**src/rtl/lif_n_core_pkg.sv**
```systemverilog
// Shared constants, FSM state codes and datapath typedefs for the LIF neuron core.
package n_core_pkg;

  localparam int DEF_PRESYN     = 32;
  localparam int DEF_POSTSYN    = 32;
  localparam int DEF_SPIKE_W    = 8;
  localparam int DEF_Q_AW       = 5;
  localparam int DEF_WEIGHT_W   = 4;
  localparam int DEF_VMEM_W     = 16;
  localparam int DEF_THRESHOLD  = 48;
  localparam int DEF_LEAK_SHIFT = 4;

  typedef logic [1:0] state_t;

  localparam state_t IDLE  = 2'd0;
  localparam state_t FETCH = 2'd1;
  localparam state_t ACCUM = 2'd2;
  localparam state_t LEAK  = 2'd3;

  typedef logic signed [DEF_VMEM_W-1:0] vmem_t;
  typedef logic [DEF_WEIGHT_W-1:0]      weight_t;

endpackage

```
**src/rtl/lif_n_core_spike_fifo.sv**
```systemverilog
// First-word-fall-through spike index queue with synchronous clear.
module spike_fifo #(
  parameter int SPIKE_W = 8,
  parameter int Q_AW    = 5
) (
  input  logic               clk,
  input  logic               rst_n,
  input  logic               clr,
  input  logic               wr,
  input  logic [SPIKE_W-1:0] w_data,
  input  logic               rd,
  output logic [SPIKE_W-1:0] r_data,
  output logic               empty,
  output logic               full
);

  localparam int DEPTH = 1 << Q_AW;

  logic [SPIKE_W-1:0] mem [DEPTH];
  logic [Q_AW-1:0]    wr_ptr;
  logic [Q_AW-1:0]    rd_ptr;
  logic [Q_AW:0]      count;
  logic               do_rd;
  logic               do_wr;

  assign empty  = (count == '0);
  assign full   = (count == (Q_AW+1)'(DEPTH));
  assign do_rd  = rd && !empty;
  // A pop in the same cycle frees a slot, so a full queue still accepts rd+wr.
  assign do_wr  = wr && (!full || do_rd);
  assign r_data = empty ? '0 : mem[rd_ptr];

  always_ff @(posedge clk or negedge rst_n) begin
    if (!rst_n) begin
      wr_ptr <= '0;
      rd_ptr <= '0;
      count  <= '0;
    end else if (clr) begin
      wr_ptr <= '0;
      rd_ptr <= '0;
      count  <= '0;
    end else begin
      if (do_wr) wr_ptr <= wr_ptr + 1'b1;
      if (do_rd) rd_ptr <= rd_ptr + 1'b1;
      case ({do_wr, do_rd})
        2'b10:   count <= count + 1'b1;
        2'b01:   count <= count - 1'b1;
        default: count <= count;
      endcase
    end
  end

  always_ff @(posedge clk) begin
    if (do_wr && !clr) mem[wr_ptr] <= w_data;
  end

endmodule

```
**src/rtl/lif_n_core.sv**
```systemverilog
// Leaky integrate-and-fire neuron core: accumulates weight columns per input spike,
// then leaks and thresholds every membrane potential once per timestep.
module lif_n_core
  import n_core_pkg::*;
#(
  parameter int PRESYN     = DEF_PRESYN,
  parameter int POSTSYN    = DEF_POSTSYN,
  parameter int SPIKE_W    = DEF_SPIKE_W,
  parameter int Q_AW       = DEF_Q_AW,
  parameter int WEIGHT_W   = DEF_WEIGHT_W,
  parameter int VMEM_W     = DEF_VMEM_W,
  parameter int THRESHOLD  = DEF_THRESHOLD,
  parameter int LEAK_SHIFT = DEF_LEAK_SHIFT
) (
  input  logic               clk_i,
  input  logic               rst_i,
  input  logic               en_core,
  input  logic               reset_L1_input_queue,
  input  logic               rd_L1_input_queue,
  input  logic               wr_L1_input_queue,
  input  logic [SPIKE_W-1:0] w_data_L1_input_queue,
  output logic [SPIKE_W-1:0] r_data_L1_input_queue,
  output logic               empty_L1_input_queue,
  output logic               full_L1_input_queue,
  input  logic               reset_L2_output_queue,
  input  logic               rd_L2_output_queue,
  output logic [SPIKE_W-1:0] r_data_L2_output_queue,
  output logic               empty_L2_output_queue,
  output logic               full_L2_output_queue,
  output logic               busy_o
);

  localparam int POST_AW = (POSTSYN > 1) ? $clog2(POSTSYN) : 1;
  localparam int PRE_AW  = (PRESYN > 1) ? $clog2(PRESYN) : 1;

  localparam logic signed [VMEM_W-1:0] VMAX = {1'b0, {(VMEM_W-1){1'b1}}};
  localparam logic signed [VMEM_W-1:0] THR  = VMEM_W'(THRESHOLD);
  localparam logic [POST_AW-1:0]       POST_LAST = POST_AW'(POSTSYN - 1);

  // Weights are preloaded from outside through the simulation hierarchy; reset leaves them intact.
  logic [WEIGHT_W-1:0]      l1_weights_mem [POSTSYN][PRESYN];
  logic signed [VMEM_W-1:0] vmem [POSTSYN];

  state_t              state;
  logic [POST_AW-1:0]  post;
  logic [PRE_AW-1:0]   pre_idx;

  logic                l1_rd;
  logic [SPIKE_W-1:0]  l1_data;
  logic                l1_empty;
  logic                l2_wr;
  logic [SPIKE_W-1:0]  l2_data;

  logic                pre_ok;
  logic                post_last;
  logic [WEIGHT_W-1:0] weight;
  logic [VMEM_W:0]     sum_ext;
  logic signed [VMEM_W-1:0] acc_sum;
  logic signed [VMEM_W-1:0] leaked;
  logic                fire;

  spike_fifo #(
    .SPIKE_W (SPIKE_W),
    .Q_AW    (Q_AW)
  ) u_l1 (
    .clk    (clk_i),
    .rst_n  (rst_i),
    .clr    (reset_L1_input_queue),
    .wr     (wr_L1_input_queue),
    .w_data (w_data_L1_input_queue),
    .rd     (l1_rd),
    .r_data (l1_data),
    .empty  (l1_empty),
    .full   (full_L1_input_queue)
  );

  spike_fifo #(
    .SPIKE_W (SPIKE_W),
    .Q_AW    (Q_AW)
  ) u_l2 (
    .clk    (clk_i),
    .rst_n  (rst_i),
    .clr    (reset_L2_output_queue),
    .wr     (l2_wr),
    .w_data (l2_data),
    .rd     (rd_L2_output_queue),
    .r_data (r_data_L2_output_queue),
    .empty  (empty_L2_output_queue),
    .full   (full_L2_output_queue)
  );

  assign r_data_L1_input_queue = l1_data;
  assign empty_L1_input_queue  = l1_empty;
  assign busy_o                = (state != IDLE);

  // Outside IDLE the core owns the L1 read port; the FIFO ignores pops when empty.
  assign l1_rd = (state == IDLE) ? rd_L1_input_queue : (state == FETCH);

  assign pre_ok    = {1'b0, l1_data} < (SPIKE_W+1)'(PRESYN);
  assign post_last = (post == POST_LAST);
  assign weight    = l1_weights_mem[post][pre_idx];

  // Weights are unsigned and potentials never go negative, so only +max saturation applies.
  assign sum_ext = {vmem[post][VMEM_W-1], vmem[post]}
                 + {{(VMEM_W+1-WEIGHT_W){1'b0}}, weight};
  assign acc_sum = (sum_ext[VMEM_W] != sum_ext[VMEM_W-1]) ? VMAX : sum_ext[VMEM_W-1:0];

  assign leaked = vmem[post] - (vmem[post] >>> LEAK_SHIFT);
  assign fire   = (leaked >= THR);

  assign l2_wr   = (state == LEAK) && fire;
  assign l2_data = SPIKE_W'(post);

  always_ff @(posedge clk_i or negedge rst_i) begin
    if (!rst_i) begin
      state   <= IDLE;
      post    <= '0;
      pre_idx <= '0;
      for (int i = 0; i < POSTSYN; i++) vmem[i] <= '0;
    end else begin
      case (state)
        IDLE: begin
          if (en_core && !l1_empty) state <= FETCH;
        end
        FETCH: begin
          if (l1_empty) begin
            state <= LEAK;
            post  <= '0;
          end else if (pre_ok) begin
            pre_idx <= l1_data[PRE_AW-1:0];
            post    <= '0;
            state   <= ACCUM;
          end
        end
        ACCUM: begin
          vmem[post] <= acc_sum;
          if (post_last) state <= FETCH;
          else           post  <= post + 1'b1;
        end
        LEAK: begin
          vmem[post] <= fire ? '0 : leaked;
          if (post_last) state <= IDLE;
          else           post  <= post + 1'b1;
        end
        default: state <= IDLE;
      endcase
    end
  end

endmodule

```
**config.mk**
```make
export PLATFORM = sky130hd
export DESIGN_NAME = lif_n_core
export DESIGN_NICKNAME = d
export VERILOG_FILES = /design/src/rtl/lif_n_core_pkg.sv /design/src/rtl/lif_n_core_spike_fifo.sv /design/src/rtl/lif_n_core.sv
export SDC_FILE = /design/constraint.sdc
export NUM_CORES = 2
export LEC_CHECK = 0
export CAP_MARGIN = 20
export CORE_MARGIN = 4
export CORE_UTILIZATION = 63
export CTS_CLUSTER_SIZE = 12
export DETAILED_ROUTE_END_ITERATION = 12
export PLACE_DENSITY_LB_ADDON = 0.05
export SKIP_LAST_GASP = 1
export SYNTH_ARGS = -nofsm -noshare
export SYNTH_HDL_FRONTEND = slang
export SYNTH_MEMORY_MAX_BITS = 65536
export SYNTH_SLANG_ARGS = --single-unit
```
**constraint.sdc**
```tcl
create_clock -name clk_i -period 8.7 [get_ports clk_i]
set_input_delay 1.305 -clock clk_i [delete_from_list [all_inputs] [get_ports clk_i]]
set_output_delay 1.305 -clock clk_i [all_outputs]
set_load 0.02 [all_outputs]
```
After elaboration in Yosys (flattened, before gate mapping)
Memories as Yosys holds them, arrays and structs flattened.
Index checks and enable logic that the tools add are counted.
{ "classes": {"add_sub_neg": 11, "order_cmp": 5, "n_eq_ne": 16, "n_mux": 42, "n_bitwise": 3, "n_reduce_logical": 33} }
{ "op_table": {"columns": ["cell", "n"], "rows": [
  ["bitwise mux 512 bit", 2],
  ["case mux 512 bit (2 select lines)", 1],
  ["binary-select mux 16 bit (select 5 bit)", 1],
  ["demux 16 bit (select 5 bit)", 1],
  ["two-way mux 16 bit", 5],
  ["two-way mux 5 bit", 11],
  ["adder 5 x 1 -> 5 bit, second input constant", 5],
  ["case mux 6 bit (2 select lines)", 2],
  ["binary-select mux 4 bit (select 5 bit)", 1],
  ["adder 16 x 5 -> 17 bit", 1],
  [">= comparator 16 x 7 -> 1 bit, second input constant", 1],
  ["two-way mux 8 bit", 2],
  ["subtractor 16 x 12 -> 16 bit", 1],
  ["nonzero test 2 bit", 7],
  ["adder 6 x 1 -> 6 bit, second input constant", 2],
  ["== test 6 bit, second input constant", 2],
  [">= comparator 6 bit, second input constant", 2],
  ["logical NOT 6 bit", 2],
  ["two-way mux 6 bit", 2],
  ["NOT 5 -> 6 bit", 2],
  ["subtractor 6 x 1 -> 6 bit, second input constant", 2],
  ["two-way mux 2 bit", 5],
  ["case mux 5 bit (2 select lines)", 1],
  ["logical AND 1 bit", 9],
  ["other kinds (20)", 40]
]} }
{ "totals": {"ff_bits": 556, "ramBits": 416, "output_inout_bits": 21, "wordCells": 153, "n_memories": 2} }
{ "mem_list": {"columns": ["memory", "words", "width", "rd", "rd_ports_with_merged_regs", "wr", "line", "text"], "rows": [
  ["u_l1.mem", 32, 8, 1, 0, 1, "lif_n_core_spike_fifo.sv:19", "logic [SPIKE_W-1:0] mem [DEPTH];"],
  ["u_l2.mem", 32, 5, 1, 0, 1, "lif_n_core_spike_fifo.sv:19", null]
]} }

Depth between registers and ports, before layout
{ "logic_depth": {"ltp_word": 11, "mapped_depth": 28} }

Modules after synthesis
A second synthesis with hierarchy kept.
{ "unflattened": {"hier_cells": 3847, "area_unflattened_um2": 47385.4} }
{ "by_module_without_submodules": {"columns": ["mod", "instances", "cells_each", "area_per_inst_um2", "seq_area_each_um2"], "rows": [
  ["lif_n_core", 1, 2647, 25381.8, 12987.5],
  ["spike_fifo", 2, 600, 11001.8, 8087.8]
]} }

Worst setup path after synthesis
No wires, ideal clock.
{ "synth_path": {"kind": "register to register", "start": "reg post[0]", "end": "reg u_l2.count[5]", "setup_ns": 0.141, "arrival_ns": 6.468, "slack_ns": 2.091, "path_stages_with_launch": 29, "path_buffers": 6, "period_less_slack_ns": 6.609, "path_cell_list": "dfrtp_1 -> clkbuf_1 -> buf_4 -> buf_2 -> buf_2 -> mux4_2 -> a22oi_1 -> and4_1 -> ha_1 -> inv_1 -> fa_1 -> a21o_1 -> a221oi_4 -> o21ai_2 -> a2111oi_2 -> a311oi_1 -> and4_1 -> buf_2 -> a21o_1 -> buf_6 -> and2_1 -> ha_1 -> a21o_1 -> a21oi_1 -> o21bai_1 -> a21oi_1 -> nand2_1 -> o221ai_1 -> a41oi_2"} }
{ "synth_via": {"elab_chain_cells": 11, "elab_cells_between_ends": 13, "classes_between": "add/sub: 1; order compare: 1; eq/ne: 2; mux: 5; bitwise: 1; reduce/logical: 3"} }
{ "synth_lines": {"columns": ["element", "line", "text"], "rows": [
  ["start, declared", "lif_n_core.sv:45", "logic [POST_AW-1:0] post;"],
  ["start signal, assigned", "lif_n_core.sv:138", "else post <= post + 1'b1;"],
  ["start signal, assigned", "lif_n_core.sv:143", "else post <= post + 1'b1;"],
  ["NOT 5 -> 6 bit (not written as such) *", "lif_n_core.sv:108", "assign leaked = vmem[post] - (vmem[post] >>> LEAK_SHIFT);"],
  ["binary-select mux 16 bit (select 5 bit) *", "lif_n_core.sv:108", null],
  ["two-way mux 16 bit (not written as such) * (2 in series)", "lif_n_core.sv:108", null],
  ["subtractor 16 x 12 -> 16 bit *", "lif_n_core.sv:108", null],
  [">= comparator 16 x 7 -> 1 bit *", "lif_n_core.sv:109", "assign fire = (leaked >= THR);"],
  ["logical AND 1 bit *", "lif_n_core.sv:111", "assign l2_wr = (state == LEAK) && fire;"],
  ["logical AND 1 bit *", "lif_n_core_spike_fifo.sv:30", "assign do_wr = wr && (!full || do_rd);"],
  ["== test 2 x 1 -> 1 bit or == test 2 bit (tied branches)", "lif_n_core_spike_fifo.sv:45", "case ({do_wr, do_rd})"],
  ["case mux 6 bit (2 select lines)", "lif_n_core_spike_fifo.sv:45", null],
  ["two-way mux 6 bit", "lif_n_core_spike_fifo.sv:38", "end else if (clr) begin"],
  ["end signal, assigned", "lif_n_core_spike_fifo.sv:46", "2'b10: count <= count + 1'b1;"],
  ["end signal, assigned", "lif_n_core_spike_fifo.sv:47", "2'b01: count <= count - 1'b1;"],
  ["end signal, assigned", "lif_n_core_spike_fifo.sv:48", "default: count <= count;"],
  ["end, declared", "lif_n_core_spike_fifo.sv:22", "logic [Q_AW:0] count;"]
]} }
Every way passes the cells marked *; elsewhere a longest branch is shown, timed or not. The select of a mux whose other input is x is not followed.
A chain may end at the register's enable or synchronous reset.

Final worst setup path
Ends and elaborated chain as after synthesis.

==> summary.txt <==
STA
  • Relative slew margins: 26.0%
  • Max-slew violation count: 0
  • RSZ-0062 raised after global routing: no
  • Min Hold Slack: 0.474 ns
  • TNS Setup: 0 ns
  • Period utilisation layout: 79.1%
  • Worst Max-Slew Pin Slew: 1.11 ns
  • Max Fclk: 145 MHz
  • Final Setup Violations: 0
  • Final hold viol count: 0
  • Clock skew: 0.0245 ns
  • Tmin final: 6.89 ns

Synthesis
  • Post-synth EDFFs: 416
  • Simple-Gate Fraction of Synth Area: 8.39%
  • Synth unique cells: 72
  • Post-Syn Instances: 3109
  • Cell taking the most area after synthesis: dfrtp_1
  • Synth Warn #: 0
  • Main synth FF type: dfrtp_1
  • Async SR Flop Fraction: 57.0%
  • Top cells by area, synth: dfrtp_1, edfxtp_1, mux4_2, o21ai_0, nand2_1
  • Post-Synth Adder-Cell Area: 1.29%
  • Yosys reg bits: 967
  • XOR/XNOR Fraction of Synth Area: 0.612%
  • Proportion of synthesized area in mux cells: 14.7%
  • Top cell type's share of synthesized area: 33.2%
  • Register area share after synthesis: 63.3%
  • Compound-Gate Fraction of Synth Area: 9.01%
  • Avg Synthesized Cell Area: 13.4 µm²
  • Netlist Area Pre-Place: 41500 µm²
  • Largest family of logic cells by synthesized area: multiplexers

Clock network
  • Num CTS Buffers: 98
  • Clock slew at reported path FFs: 0.06 ns
  • CTS root buf: clkbuf_16
  • CTS tree: built
  • Clock Path Buffers: 3
  • H-Tree Depth: 3
  • Setup Buffers After CTS: 0
  • Post-cts sizing count: 0
  • Skew-Pair Late Insertion Delay: 0.66 ns
  • Clock sinks: 967
  • Hold Buf Count CTS: 0

Critical path
  • WP data required: 9.22 ns
  • Worst setup EP type: flop
  • Arr. time, crit path: 7.41 ns
  • R2R Setup Slk: 1.81 ns
  • R2R depth: 22
  • Reg-to-reg critical path endpoint: u_l2.count[5]
  • Reg2Reg Launch Point: post[0]
  • Crit Path Category: flop to flop
  • Crit-path max FO: 78
  • Crit start category: flop

Routing
  • Routed vias/inst: 6.44
  • WL/cell: 24.9 µm
  • Starting DRT DRC Count: 2764
  • Final WL: 100000 µm
  • Routed Antenna Nets: 0
  • DR DRC count: 0
  • Via count: 25811
  • Pre-Repair DR Iteration Count: 5

Cells and area
  • Utilization after layout: 71.4%
  • Fin nets: 3133
  • Post-route cell area: 46300 µm²
  • Layout cell share with drive strength beyond 1: 16.2%
  • Ant diodes: 0
  • Layout area overhead: 11.6%

Placed design
  • DP Wirelength: 62700 µm
  • Area of placed instances: 42700 µm²
  • GPL Wtd Cong: 0.914
  • Buffers added on ports: 33

Floorplan
  • # IOs: 37
  • Rows: 93
  • Die area: 70100 µm²
  • Core area: 64800 µm²
  • Die W: 265 µm
  • DIE HEIGHT: 265 µm
  • Starting density of the core: 64.0%

GRT
  • GRT Residual Overflow: 0
  • Largest net degree at the start of global routing: 185
  • Total Routing Usage GR: 28.8%
  • First-pass GRT wire length: 156000 µm
  • Initial antenna violation count: 3
  • Vias in the first global route: 25748

Status
  • Outcome: finished, final reports clean

Power and ir drop
  • Pleak: 17.9 nW
  • Worst vdd ir: 0.000441 V
  • Power Density: 388 nW/µm²

Min path
  • Endpoint, Worst Hold: vmem[446]
  • Hold Path Stages: 2
  • Hold Path Origin: vmem[446]
  • Worst Hold Class: flop to flop

Job
  • Max_cap viols: 0
[synthesized netlist by cell type, types with 4 or more instances]
cell type / n
o21ai_0: 468
inv_1: 25
mux2_2: 6
and3_1: 17
buf_2: 30
buf_4: 4
nor2b_1: 14
o211ai_1: 9
clkbuf_1: 196
a21oi_1: 19
a221oi_1: 12
or3_1: 7
nor3b_1: 4
xor2_1: 14
nand4_1: 8
dfrtp_1: 551
xnor2_1: 15
nand2b_1: 10
mux4_2: 258
and2_1: 7
mux2i_1: 19
nand2_1: 590
o21ai_1: 64
buf_1: 19
edfxtp_1: 416
a22o_1: 19
nand3_1: 6
a22oi_1: 36
nand3b_1: 11
a21o_1: 7
ha_1: 38
nor3_1: 12
nor2_1: 135
[metal layers]
| layer | global-route usage [%] | routed length (µm) | vias to the layer above |
|---|---|---|---|
| met2 | 43.5 | 46600 | 1082 |
| li1 | - | - | 11290 |
| met1 | 43.6 | 42100 | 13255 |
| met5 | 0 | 20 | - |
| met4 | 9.25 | 3030 | 4 |
| met3 | 5.36 | 8230 | 180 |
[sequential cells by signal (all words and copies together) (netlist names)]
register     count
post             5
u_l2.count       6
u_l1.wr_ptr      5
state            2
u_l1.rd_ptr      5
u_l2.mem       160
u_l1.mem       256
u_l2.rd_ptr      5
vmem           512
u_l2.wr_ptr      5
u_l1.count       6
[critical path: stages (launching register included)]
cell and delay, ns:
dfrtp_4 0.84, buf_12 0.44, mux4_2 0.57, a22o_1 0.30
a221oi_1 0.43, and3_1 0.31, ha_1 0.33, and3_1 0.24
a221oi_4 0.37, o21ai_2 0.14, xor2_1 0.18, a211oi_1 0.23
and4_1 0.35, a21o_1 0.18, and2_1 0.25, ha_1 0.28
a21o_1 0.17, a21oi_1 0.22, o21bai_1 0.09, a21oi_1 0.30
nand2_1 0.09, o221ai_1 0.22, a41oi_2 0.13
[where the power goes]
part	switching [mW]	total, mW	internal, mW
combinational	4.90	7.60	2.70
clock	1.72	3.98	2.26
sequential	0.604	6.38	5.77
[metrics by stage]
step | total power, mW | std cells | setup slack [ns]
after floorplan | 11.3 | 3111 | 2.09
after global placement | 13.6 | 3792 | 1.91
after detailed placement | 13.8 | 3804 | 1.84
after CTS | 17.8 | 3980 | 1.82
after global routing | 19.0 | 4007 | 1.30
final | 18.0 | 4007 | 1.81
[cells in the final DEF, fill, tap and decap left out, types with 5 or more instances in the layout]
cell	netlist	final
nand2_1	590	590
dfrtp_1	551	546
o21ai_0	468	464
edfxtp_1	416	416
mux4_2	258	258
nor2_1	135	135
clkbuf_16	0	100
o21ai_1	64	64
clkbuf_1	196	41
buf_4	4	41
ha_1	38	38
a22oi_1	36	36
clkdlybuf4s50_1	0	32
buf_16	0	26
inv_1	25	25
a22o_1	19	19
mux2i_1	19	19
a21oi_1	19	19
and3_1	17	17
xnor2_1	15	15
clkbuf_8	0	15
nor2b_1	14	14
xor2_1	14	14
buf_8	0	13
a221oi_1	12	12
nor3_1	12	11
nand3b_1	11	11
nand2b_1	10	10
clkinv_2	0	10
o211ai_1	9	9
nand4_1	8	8
and2_1	7	7
a21o_1	7	7
or3_1	7	7
nand3_1	6	6
mux2_2	6	6
buf_12	0	5
[cell type report]
class | instances | area [µm²]
multi-input cells | 1866 | 14200
clock inverters | 21 | 180
fillers | 4178 | 18500
clock buffers | 155 | 2840
well taps | 855 | 1070
flip-flops and latches | 967 | 26300
inverters | 25 | 93.8
repair buffers | 118 | 1660
[logic make-up (layout without fill, tap and decap cells)]
kind of cell | Yosys count | in the layout
and+or+nand+nor | 840 | 840
other | 1 | 3
xor gates and xnor gates | 29 | 29
adders and majority gates | 41 | 41
buffers and inverters | 278 | 319
DFF | 967 | 967
muxes | 285 | 285
AOI/OAI and AO/OA | 668 | 668
[worst max-delay path by stage]
stage / from / to / cells past startpoint
detailed placement: post[0] / u_l2.count[5] / 22
finish: post[0] / u_l2.count[5] / 22
floorplan: post[0] / u_l2.count[5] / 28
CTS: post[0] / u_l2.count[5] / 22
global route: post[0] / u_l2.count[5] / 22
global placement: post[0] / u_l2.count[5] / 21
Note: power is estimated with default switching activity, not from simulation.
